==> src/rtl/parc_bypass_scoreboard.sv <==
// ---------------------------------------------------------------------------
// parc_bypass_scoreboard
//   Hazard scoreboard and bypass controller for the PARCv2 pipeline.
//   Tracks in-flight register writes from X through W (one entry per stage).
//   Drives the D-stage stall and one bypass-select code per source operand.
//
//   Optional feature macro: PARC_SB_WB_BYPASS_EN
//     defined   : stage PIPE_DEPTH (W) is a legal bypass source.
//     undefined : a youngest match sitting in W is a hazard. D waits until
//                 the register-file write has landed.
// ---------------------------------------------------------------------------
module parc_bypass_scoreboard #(
    parameter int NUM_SRC    = 2,
    parameter int PIPE_DEPTH = 3,
    parameter int REG_AW     = 5,
    parameter int SEL_W      = 2,
    parameter int CNT_W      = 32
) (
    input  logic                      clk,
    input  logic                      reset,
    input  logic                      issue_val_Dhl,
    input  logic                      issue_wen_Dhl,
    input  logic [REG_AW-1:0]         issue_waddr_Dhl,
    input  logic [SEL_W-1:0]          issue_lat_Dhl,
    input  logic                      squash_Dhl,
    input  logic [NUM_SRC-1:0]        src_val_Dhl,
    input  logic [NUM_SRC*REG_AW-1:0] src_addr_Dhl,
    input  logic                      advance,
    output logic                      stall_Dhl,
    output logic [NUM_SRC*SEL_W-1:0]  byp_sel_Dhl,
    output logic [CNT_W-1:0]          stall_cnt
);

    // Entry index k holds the instruction in stage k+1 (index 0 = X).
    logic [PIPE_DEPTH-1:0]             r_val;
    logic [PIPE_DEPTH-1:0][REG_AW-1:0] r_waddr;
    logic [PIPE_DEPTH-1:0][SEL_W-1:0]  r_rdy;
    logic [CNT_W-1:0]                  r_stall_cnt;

    logic [SEL_W-1:0]   w_lat;
    logic [NUM_SRC-1:0] w_haz_vec;
    logic               w_insert;

    // Normalise the result latency: 0 means "ready in X", large values clamp to W.
    always_comb begin
        w_lat = issue_lat_Dhl;
        if (issue_lat_Dhl == {SEL_W{1'b0}}) begin
            w_lat = SEL_W'(1);
        end else if (issue_lat_Dhl > SEL_W'(PIPE_DEPTH)) begin
            w_lat = SEL_W'(PIPE_DEPTH);
        end else begin
            w_lat = issue_lat_Dhl;
        end
    end

    genvar gs;
    generate
        for (gs = 0; gs < NUM_SRC; gs++) begin : g_src
            logic [REG_AW-1:0] w_addr;
            logic              w_found;
            logic [SEL_W-1:0]  w_stage;
            logic [SEL_W-1:0]  w_rdy;
            logic              w_haz;
            logic [SEL_W-1:0]  w_sel;

            assign w_addr = src_addr_Dhl[gs*REG_AW +: REG_AW];

            // Youngest matching entry: scan oldest to youngest so the lowest stage wins.
            always_comb begin
                w_found = 1'b0;
                w_stage = {SEL_W{1'b0}};
                w_rdy   = {SEL_W{1'b0}};
                for (int k = PIPE_DEPTH - 1; k >= 0; k--) begin
                    if (r_val[k] && (r_waddr[k] == w_addr)) begin
                        w_found = 1'b1;
                        w_stage = SEL_W'(k + 1);
                        w_rdy   = r_rdy[k];
                    end else begin
                        w_found = w_found;
                    end
                end
            end

            // Classify the match: regfile read, bypass from stage k, or hazard.
            always_comb begin
                w_haz = 1'b0;
                w_sel = {SEL_W{1'b0}};
                if (!reset || !src_val_Dhl[gs] || (w_addr == {REG_AW{1'b0}}) || !w_found) begin
                    w_haz = 1'b0;
                    w_sel = {SEL_W{1'b0}};
                end else if (w_stage < w_rdy) begin
                    w_haz = 1'b1;
                    w_sel = {SEL_W{1'b0}};
`ifndef PARC_SB_WB_BYPASS_EN
                end else if (w_stage == SEL_W'(PIPE_DEPTH)) begin
                    w_haz = 1'b1;
                    w_sel = {SEL_W{1'b0}};
`endif
                end else begin
                    w_haz = 1'b0;
                    w_sel = w_stage;
                end
            end

            assign w_haz_vec[gs]                     = w_haz;
            assign byp_sel_Dhl[gs*SEL_W +: SEL_W]    = w_sel;
        end
    endgenerate

    // Squash overrides the stall so a redirected instruction never holds D.
    assign stall_Dhl = reset & issue_val_Dhl & ~squash_Dhl & (|w_haz_vec);

    assign w_insert = issue_val_Dhl & issue_wen_Dhl & ~stall_Dhl & ~squash_Dhl
                    & (issue_waddr_Dhl != {REG_AW{1'b0}});

    // Shift the in-flight writes one stage per advance; D fills X or inserts a bubble.
    always_ff @(posedge clk or negedge reset) begin
        if (!reset) begin
            r_val   <= {PIPE_DEPTH{1'b0}};
            r_waddr <= '0;
            r_rdy   <= '0;
        end else if (advance) begin
            for (int k = PIPE_DEPTH - 1; k >= 1; k--) begin
                r_val[k]   <= r_val[k-1];
                r_waddr[k] <= r_waddr[k-1];
                r_rdy[k]   <= r_rdy[k-1];
            end
            r_val[0]   <= w_insert;
            r_waddr[0] <= w_insert ? issue_waddr_Dhl : {REG_AW{1'b0}};
            r_rdy[0]   <= w_insert ? w_lat : {SEL_W{1'b0}};
        end else begin
            r_val   <= r_val;
            r_waddr <= r_waddr;
            r_rdy   <= r_rdy;
        end
    end

    // Saturating count of stalled D cycles.
    always_ff @(posedge clk or negedge reset) begin
        if (!reset) begin
            r_stall_cnt <= {CNT_W{1'b0}};
        end else if (stall_Dhl && !(&r_stall_cnt)) begin
            r_stall_cnt <= r_stall_cnt + CNT_W'(1);
        end else begin
            r_stall_cnt <= r_stall_cnt;
        end
    end

    assign stall_cnt = r_stall_cnt;

endmodule

==> config.mk <==
export PLATFORM = sky130hd
export DESIGN_NAME = parc_bypass_scoreboard
export DESIGN_NICKNAME = d
export VERILOG_FILES = /design/src/rtl/parc_bypass_scoreboard.sv
export SDC_FILE = /design/constraint.sdc
export NUM_CORES = 1
export LEC_CHECK = 0
export ABC_AREA = 1
export BUFFER_PORTS_ARGS = -buffer_cell sky130_fd_sc_hd__buf_2
export CAP_MARGIN = 10
export CORE_MARGIN = 2
export CORE_UTILIZATION = 50
export DETAILED_ROUTE_END_ITERATION = 10
export GPL_TIMING_DRIVEN = 0
export PLACE_DENSITY = 0.73
export SYNTH_ARGS = -nofsm -noshare
export SYNTH_HDL_FRONTEND = slang
export SYNTH_SLANG_ARGS = --single-unit
==> constraint.sdc <==
create_clock -name clk -period 6.8 [get_ports clk]
set_clock_uncertainty 0.15 [all_clocks]
set_input_delay 1.02 -clock clk [delete_from_list [all_inputs] [get_ports clk]]
set_output_delay 1.02 -clock clk [all_outputs]
set_load 0.05 [all_outputs]
Word level (Yosys, flattened, before mapping) --
Cells that the tools add are included.
Word-level totals: input bits 25, register bits 56
Operators by class: bitwise logic cells 9, equal/unequal tests 8, mux-type cells 34, reduce and logical (&&, ||, !) cells 25, add/sub/neg operators 1, order comparisons 3
Operators with widths (number):
- $mux W2 | 21
- $add A32 B1 Y32 const B | 1
- $reduce_and A32 Y1 | 1
- $eq A5 B5 Y1 | 6
- $mux W1 | 12
- $logic_not A5 Y1 | 2
- $and A1 B1 Y1 | 7
- $logic_and A1 B1 Y1 | 7
- $logic_not A1 Y1 | 6
- $logic_or A1 B1 Y1 | 6
- $mux W5 | 1
- $reduce_bool A5 Y1 | 1
- $eq A2 B2 Y1 const B | 2
- $lt A2 B2 Y1 | 2
- $gt A2 B2 Y1 const B | 1
- $logic_not A2 Y1 | 1
- $not A1 Y1 | 2
- $reduce_or A2 Y1 | 1

Depth between registers and ports, before layout --
depth in word-level cells 16, mapped depth 20, depth with buffers taken out 20

Least setup slack after synthesis --
Ideal clock, no wire load.
path type input port to output port, start in src_addr_Dhl[0], end out byp_sel_Dhl[1], path slack 2.425 ns, stages on the path 13, path buffers 0, arrival time 3.205 ns, path through inv_1 nor2_1 nor2_1 nand2_1 nor2_2 inv_2 o211ai_1 o21ai_0 ha_1 nand2_1 nand2_1 nand2_1 nor3_1
Between the ends: longest elaborated chain between the ends 9
RTL lines:
- start: declaration | line 27 | input logic [NUM_SRC*REG_AW-1:0] src_addr_Dhl,
- $eq A5 B5 Y1 | line 74 | if (r_val[k] && (r_waddr[k] == w_addr)) begin
- $logic_and A1 B1 Y1 | line 74
- $mux W2 (3 in a row) | line 74
- $eq A2 B2 Y1 | line 95 | end else if (w_stage == SEL_W'(PIPE_DEPTH)) begin
- $mux W2 | line 95
- $mux W2 | line 91 | end else if (w_stage < w_rdy) begin
- $mux W2 * | line 88 | if (!reset || !src_val_Dhl[gs] || (w_addr == {REG_AW{1'b0}}) || !w_found) begin
- end: declaration | line 30 | output logic [NUM_SRC*SEL_W-1:0] byp_sel_Dhl,
Every way passes the cells marked *; elsewhere a longest branch is shown, timed or not.

Final worst setup path --
start in src_addr_Dhl[9], end out stall_Dhl
Between the ends: longest elaborated chain between the ends 11
RTL lines:
- $eq A5 B5 Y1 | line 74
- $logic_and A1 B1 Y1 | line 74
- $mux W2 (3 in a row) | line 74
- $eq A2 B2 Y1 | line 95
- $mux W1 | line 95
- $mux W1 | line 91
- $mux W1 * | line 88
- $reduce_or A2 Y1 * | line 111 | assign stall_Dhl = reset & issue_val_Dhl & ~squash_Dhl & (|w_haz_vec);
- $and A1 B1 Y1 * | line 111
- end: declaration | line 29 | output logic stall_Dhl,
Marks and branches as above.

==> metrics <==
relative slew slack=50.9%; final setup fails=0; largest net degree at the start of global routing=31; vias in the first global route=3435; routability cong.=0.999; worst slack at placement=2.36 ns; sequential share of power=56.5%; post_cts resized=0; initial antenna violation count=0; crit path time final=4.48 ns; final WL=10300 microns; grt ovf=0; Total Neg Setup Slack=0 ns; global-route wire length before repair=17000 microns; Setup WS post-layout=2.32 ns; Worst Hold Endpoint=r_rdy[0]$_DFFE_PN0P_; Syn Area/Cell=7.21 sq um; Critical Path RT=5.63 ns; Max clock buf depth=2; final non-filler cell total=714; Fin. Hold Viols=0; kind of critical path=in2out; RSZ-0062 raised after global routing=false; Placed Instances=706; maximum clock rate=223 MHz; FF-to-FF End=stall_cnt[13]$_DFFE_PN0P_; Leak=2.14 nW; Inserted Diodes=0; via count=3693; # clock sinks=55; Synth warnings=0; die width=92.5 microns; CTS Root Cell=clkbuf_8; Max VDD drop=0.0884 mV; Die Area=8550 sq um; worst hold path type=reg2reg; multi-input logic area=2120 sq um; clock-pin slew on the worst setup and hold paths=0.10 ns; net count after synthesis=571; period utilization=65.9%; Critical Path Fanout Max=7; Top delay family on crit path=simple AND/OR/NAND/NOR gates; Core ar.=7650 sq um; htree depth=2; antenna viol nets, final=0; status=finished clean; P_sw=0.000155 W; WP data arrival=3.31 ns; Global Route Usage Sum=25.0%; per-cell routed wire length=14.4 microns; CTS tree=yes; NumNets Final=639; Unique masters post-synth=28; post-DP HPWL=8040 microns; die height=92.5 microns; CP cell instances=buf_2 > inv_2 > nand2_1 > a21oi_1 > nand3_1 > nor2_1 > nand2_1 > o211ai_1 > o21ai_0 > ha_1 > nand2_2 > nand2_2 > nand2_1 > nand2_1 > nand2_2 > nand2_2 > inv_1 > buf_2; Post CTS Setup Buffer Count=0; Row Count=32; Slew @ Worst Pin=0.737 ns; r2r worst-path depth=18; flip-flop and latch count after synthesis=55; crit end category=primary output; Worst R2R Setup Slack=3.92 ns; I/O Buffers=60; sequential fraction of the synthesis area=35.2%; Area growth, synth to finish=14.0%; Clock Latency Late Sink=0.31 ns; Mapped Area=3910 sq um; Max-Cap Viols=0; residual DRC count=0; # hold bufs at CTS=0; worst hold stages=2; crit path launch type=primary input; First-pass DRT Iterations=5; Detailed Route Iter0 Violations=265; critical path's largest stage delay=0.29 ns; Comb pwr share=10.0%; PD cells=135 nW/um^2; most frequent cells in the layout=nand2_1 (144), inv_1 (81), buf_2 (60); worst flop-to-flop path startpoint=r_waddr[13]$_DFFE_PN0P_; hold slack=0.341 ns; Num CTS Buffers=5; Boundary Pins=62; drt via density=5.17; starting density of the core=51.2%; Clk pwr share=33.5%; Critical Path Slowest Stage Cell=ha_1; Max Slew Vio Count=0; register area=1380 sq um; cells after synthesis=543; Fillers=774; switch share=25.8%; most common cell after layout, fill and taps aside=nand2_1; Worst Path Buf+Inv=4; share of layout cells above drive strength 1=25.7%; Int Pwr=0.000446 W; HP Start=r_rdy[0]$_DFFE_PN0P_
## worst max-delay path by stage
stage | slack, ns | endpoint | depth (start not counted) | startpoint
after floorplan | 2.43 | byp_sel_Dhl[1] | 13 | src_addr_Dhl[0]
after global placement | 2.36 | stall_Dhl | 18 | src_addr_Dhl[3]
after detailed placement | 2.36 | stall_Dhl | 18 | src_addr_Dhl[3]
after CTS | 2.35 | stall_Dhl | 18 | src_addr_Dhl[3]
after global routing | 2.08 | stall_Dhl | 18 | src_addr_Dhl[3]
final | 2.32 | stall_Dhl | 18 | src_addr_Dhl[9]
## state kept, by name (all words and copies together) (netlist names)
| name | flops |
|---|---|
| r_rdy | 5 |
| stall_cnt | 32 |
| r_val | 3 |
| r_waddr | 15 |
## cells in the mapped netlist (all sizes together)
cell / number / area, sq um
nor2: 50 / 200
a21oi: 4 / 20.0
o22ai: 4 / 25.0
buf: 6 / 67.6
nor3: 23 / 131
clkinv: 1 / 3.75
nand2: 176 / 741
nand3: 22 / 155
xor2: 27 / 236
nand4: 10 / 68.8
nor4: 6 / 37.5
o21ai: 54 / 387
ha: 3 / 37.5
clkbuf: 4 / 15.0
xnor2: 7 / 61.3
dfrtp: 55 / 1380
o211ai: 2 / 15.0
inv: 89 / 334
## routing by layer
metal / track usage, % / up-vias / share of wire [%]
met4: 4.98 / 0 / 0.99
met1: 37.5 / 1716 / 48
met2: 36.5 / 132 / 43
met3: 6.35 / 8 / 7.7
li1: - / 1837 / -
met5: 0 / - / 0
## per-stage QoR
step	power [W]	area [sq um]	util (%)
finish	0.000602	4460	58.3
global route	0.000626	4460	58.3
CTS	0.000606	4460	58.3
detailed placement	0.000406	4360	57.0
global placement	0.000403	4340	56.8
floorplan	0.000376	3910	-
## power by group through the flow
stage | clock [W] | combinational [W] | sequential, W
6_report | 0.000201 | 0.0000602 | 0.000340
5_1_grt | 0.000217 | 0.0000683 | 0.000341
4_1_cts | 0.000207 | 0.0000595 | 0.000340
3_5_place_dp | 0 | 0.0000592 | 0.000346
3_3_place_gp | 0 | 0.0000571 | 0.000346
2_1_floorplan | 0 | 0.0000314 | 0.000345
## logic make-up after synthesis
logic type                 Yosys count  synth area share (%)
buffers and inverters              100                  10.7
DFF                                 55                  35.2
AOI/OAI and AO/OA                   64                  11.4
xor gates and xnor gates            34                  7.61
adders and majority gates            3                 0.959
and+or+nand+nor                    287                  34.1
## layout make-up
type                       count  share of cell area (%)
multi-input combinational    388                    47.4
buffer                        10                    1.85
clock buffer                   8                    2.24
timing repair buffer          61                    7.18
inverter                      90                    7.57
tap                          102                    2.86
sequential                    55                    30.9
## tightest hold or removal path, delay by kind of cell (launching register included)
family           cells  cell delay (ns)
AND/OR/NAND/NOR      2             0.10
flip-flops           1             0.36
(Power assumes the default switching activity.)
